`src/rtl/matmul_result_streamer.sv`:
```
// matmul_result_streamer
// Waits out the 3x3 multiplier pipeline latency after an operand issue.
// Captures the nine results into a local buffer.
// Streams them row-major over valid/ready with last/row/col sideband.
//
//   state  | meaning
//   IDLE   | no matrix in flight; waiting for an enabled start
//   WAIT   | operands in the multiplier pipeline; counting enabled edges
//   STREAM | buffer captured; presenting elements until (2,2) transfers

module matmul_result_streamer #(
    parameter int DATA_W  = 16,
    parameter int LATENCY = 3
) (
    input  logic                           clk,
    input  logic                           reset,
    input  logic                           enable,
    input  logic                           start,
    input  logic [0:2][0:2][DATA_W-1:0]    matmul,
    output logic [DATA_W-1:0]              out_data,
    output logic                           out_valid,
    input  logic                           out_ready,
    output logic                           out_last,
    output logic [1:0]                     out_row,
    output logic [1:0]                     out_col,
    output logic                           busy,
    output logic                           done,
    output logic                           overrun
);

    typedef enum logic [1:0] {
        IDLE   = 2'd0,
        WAIT   = 2'd1,
        STREAM = 2'd2
    } state_t;

    // The start edge is itself the first enabled edge, hence LATENCY-1.
    localparam logic [3:0] CNT_INIT = 4'(LATENCY - 1);

    state_t                         state;
    logic [3:0]                     cnt;
    logic [0:2][0:2][DATA_W-1:0]    data_buf;
    logic                           capture;
    logic                           xfer;

    // Once cnt reaches zero the multiplier outputs are settled and held,
    // so capture does not need enable.
    assign capture = (state == WAIT) && (cnt == 4'd0);
    assign xfer    = out_valid && out_ready;

    // Element mux from the registered indices; rows/cols never reach 3.
    assign out_data = data_buf[out_row][out_col];

    // Result buffer: loaded only on the capture edge, otherwise held.
    always_ff @(posedge clk or posedge reset) begin
        if (reset) begin
            data_buf <= '0;
        end else if (capture) begin
            data_buf <= matmul;
        end
    end

    // Control FSM: latency tracking, stream indexing and status flags.
    always_ff @(posedge clk or posedge reset) begin
        if (reset) begin
            state     <= IDLE;
            cnt       <= 4'd0;
            out_valid <= 1'b0;
            out_last  <= 1'b0;
            out_row   <= 2'd0;
            out_col   <= 2'd0;
            busy      <= 1'b0;
            done      <= 1'b0;
            overrun   <= 1'b0;
        end else begin
            done <= 1'b0;

            // A start that cannot be accepted is lost; flag it until reset.
            if (start && enable && (state != IDLE)) begin
                overrun <= 1'b1;
            end

            case (state)
                IDLE: begin
                    if (start && enable) begin
                        state <= WAIT;
                        cnt   <= CNT_INIT;
                        busy  <= 1'b1;
                    end
                end

                WAIT: begin
                    if (capture) begin
                        state     <= STREAM;
                        out_valid <= 1'b1;
                        out_row   <= 2'd0;
                        out_col   <= 2'd0;
                        out_last  <= 1'b0;
                    end else if (enable) begin
                        cnt <= cnt - 4'd1;
                    end
                end

                STREAM: begin
                    if (xfer) begin
                        if (out_last) begin
                            state     <= IDLE;
                            out_valid <= 1'b0;
                            out_last  <= 1'b0;
                            out_row   <= 2'd0;
                            out_col   <= 2'd0;
                            busy      <= 1'b0;
                            done      <= 1'b1;
                        end else if (out_col == 2'd2) begin
                            out_row  <= out_row + 2'd1;
                            out_col  <= 2'd0;
                            out_last <= 1'b0;
                        end else begin
                            out_col  <= out_col + 2'd1;
                            out_last <= (out_row == 2'd2) && (out_col == 2'd1);
                        end
                    end
                end

                default: begin
                    state <= IDLE;
                end
            endcase
        end
    end

endmodule

```
`config.mk`:
```
export PLATFORM = sky130hd
export DESIGN_NAME = matmul_result_streamer
export DESIGN_NICKNAME = d
export VERILOG_FILES = /design/src/rtl/matmul_result_streamer.sv
export SDC_FILE = /design/constraint.sdc
export NUM_CORES = 1
export LEC_CHECK = 0
export CAP_MARGIN = 5
export CORE_UTILIZATION = 42
export CTS_CLUSTER_DIAMETER = 200
export DETAILED_ROUTE_END_ITERATION = 12
export PLACE_DENSITY = 0.7
export SLEW_MARGIN = 15
export SYNTH_ARGS = -nofsm -noshare
export SYNTH_HDL_FRONTEND = slang
export SYNTH_SLANG_ARGS = --single-unit
```
`constraint.sdc`:
```
create_clock -name clk -period 7.15 [get_ports clk]
set_input_delay 1.0725 -clock clk [delete_from_list [all_inputs] [get_ports clk]]
set_output_delay 1.0725 -clock clk [all_outputs]
set_load 0.02 [all_outputs]
```
==> results.toml <==
[run]
maxCapViolCount = 0

[synth]
synthTopCellsByArea = "dfrtp_1 52%, mux2_4 19%, mux2_2 7.5%, mux2i_1 6.6%, buf_6 2.0%"
synth_top_flop_cell = "dfrtp_1"
async_reset_ff_frac = 1.00
synth_edf_count = 0
synthesis.nets = 686
yosysSeqAreaShare = 0.516
ys_seq_elements = 159
syn_avg_cell_area_sq_um = 14.4
yosys.area.top_type = "dfrtp_1"
yosys_warnings = 0
ys_types = 33
synth_area_sq_um = 7700
syn-instance-count = 534
yosysTopAreaCellShare = 0.516

[sta]
period_needed_ns = 4.79
maxSlewViolCount = 0
relSlewSlack = 0.228
setup_viol_count_final = 0
worst_pin_slew_ns = 1.16
worst_slack_ns = 2.36
final_hold_viol_count = 0
rsz0062_at_grt = "false"
period_share = 0.670
timing.fmax_mhz = 209
final.setup.tns_ns = 0
skew_ns = 0.00779
holdWs_ns = 0.488

[clocking]
cts_tree = "done"
clkTransAtPathRegs_ns = 0.06
post_cts_buffers = 0
cts_buffers = 17
cts_hold_buf = 0
root_buffer = "clkbuf_16"
clockBufferDepth = 2
clk-insertion-delay-late_ns = 0.42
cts_resized = 0
cts_num_sinks = 159
htreeDepth = 4

[worst_setup_path]
cp_top_family = "simple AND/OR/NAND/NOR gates"
crit_path_start_kind = "flip-flop"
worstPathMaxFanout = 23
path_buf_inv = 1
cp.arrival_ns = 3.72
cp.required_ns = 6.08
cp_cell_sequence = "nor2b_1 > nand2b_1 > o22ai_1 > a221o_1 > clkdlybuf4s50_1"
critPathSlowestCell = "nor2b_1"
critPathKind = "reg -> out"
critPathMaxStageDelay_ns = 0.81
critPathCaptureType = "output port"

[drt]
vias = 4885
wire_per_inst_um = 21.2
drc_errors = 0
ant_nets = 0
drtPass1Iterations = 4
drt_iter0_drc = 199
drt-vias-per-instance = 5.21
drt_wl_total_um = 19800

[power]
netSwitchingFraction = 0.311
p_per_area_nw_per_um2 = 420
power_switching_uw = 1320
clkPwrFrac = 0.220
seq_power_share = 0.379
p_int_uw = 2930
p_comb_frac = 0.402
leakage_uw = 0.00442
ir_worst_vdd_v = 0.000292

[placed_design]
place.gp.congestion = 0.894
port_buffers = 173
dpl.hpwl_um = 14500
post-place-ws_ns = 2.77
dp.cells = 905

[hold_path]
hold_path.class = "reg -> reg"

[status]
status = "completed"

[layout]
nNetsFinal = 847
drive_above_1_share = 0.273
area_growth_pct = 31.6
finalNonFillerCells = 938
final_common_cell = "clkdlybuf4s50_1"
final_cell_mix = "173 x clkdlybuf4s50_1, 158 x dfrtp_1, 100 x mux2_4"

[floorplanning]
core_area_sq_um = 18000
initial_core_util = 0.429
core.rowCount = 49
die_y_um = 137
die_w_um = 137
ios = 174
die_area_sq_um = 18900

[grt]
antenna_found_initial = 1
grt_overflow = 0
track_usage = 0.221
grt_pass1_vias = 5285
grt_max_degree = 99
grt_first_pass_wirelength_um = 30000
power groups by stage:
stage	logic [uW]	registers (uW)	clock network, uW
after floorplan	1250	1530	0
after global placement	1670	1590	0
after detailed placement	1710	1620	0
after CTS	1720	1610	953
after global routing	1820	1670	993
final	1710	1610	935
cell families after synthesis:
kind of cell             share of synthesized area
buffers and inverters                       0.0380
AO/OA/AOI/OAI                               0.0538
flip-flops                                   0.516
AND/OR/NAND/NOR                             0.0336
multiplexers                                 0.353
adder cells (fa/ha/maj)                    0.00487
metrics by stage:
step	util	power, uW	area (sq um)
2_1_floorplan	-	2780	7700
3_3_place_gp	0.530	3270	9520
5_1_grt	0.564	4480	10100
4_1_cts	0.564	4290	10100
6_report	0.564	4250	10100
3_5_place_dp	0.530	3330	9520
final timing paths:
path,start,end,slack [ns],depth (start not counted)
max,out_row[0]$_DFFE_PP0P_,out_data[7],2.36,5
min,data_buf[107]$_DFFE_PP0P_,data_buf[107]$_DFFE_PP0P_,0.49,1
max reg2reg,cnt[1]$_DFFE_PP0P_,out_col[1]$_DFFE_PP0P_,4.30,7
min reg2reg,data_buf[107]$_DFFE_PP0P_,data_buf[107]$_DFFE_PP0P_,0.49,1
max in group asynchronous,reset,data_buf[2]$_DFFE_PP0P_,4.54,3
min in group asynchronous,reset,data_buf[9]$_DFFE_PP0P_,1.21,2
final cells by class:
type,instances,area [sq um]
Tap cell,229,287
Clock buffer,20,457
Inverter,8,35.0
Timing Repair Buffer,179,1780
Sequential cell,159,3980
Clock inverter,12,155
Fill cell,1449,7830
Multi-Input combinational cell,330,3440
Antenna cell,1,2.50
registers in the layout, indices dropped and copies added, names as in the netlist:
signal     flops
out_row        2
data_buf     144
out_last       1
overrun        1
out_col        2
done           1
out_valid      1
cnt            4
state          2
busy           1
metal layers:
metal / part of all wire / vias up / wire [um] / global-route usage
met4: 0.012 / 0 / 238 / 0.0635
met2: 0.47 / 149 / 9340 / 0.351
met3: 0.068 / 19 / 1350 / 0.0585
met1: 0.45 / 2459 / 8910 / 0.295
li1: - / 2258 / - / -
met5: 0 / - / 0 / 0
synthesized netlist by cell type, drive strengths merged, types with 4 or more instances:
cell    count
inv         8
mux2i      51
a221o      15
nor2        9
o22ai      15
buf        29
nand2b      4
mux2      163
clkbuf      8
o21ai      25
nand2      22
dfrtp     159
nor3        4
worst register-to-register path, cell delays in order, from the launching register on:
cell and delay (ns):
dfrtp_1 0.38, inv_1 0.09, ha_1 0.19, nor3b_2 0.19, nand3_4 0.29, buf_4 0.91
nand2_1 0.31, mux2_2 0.36
(Power assumes the default switching activity.)
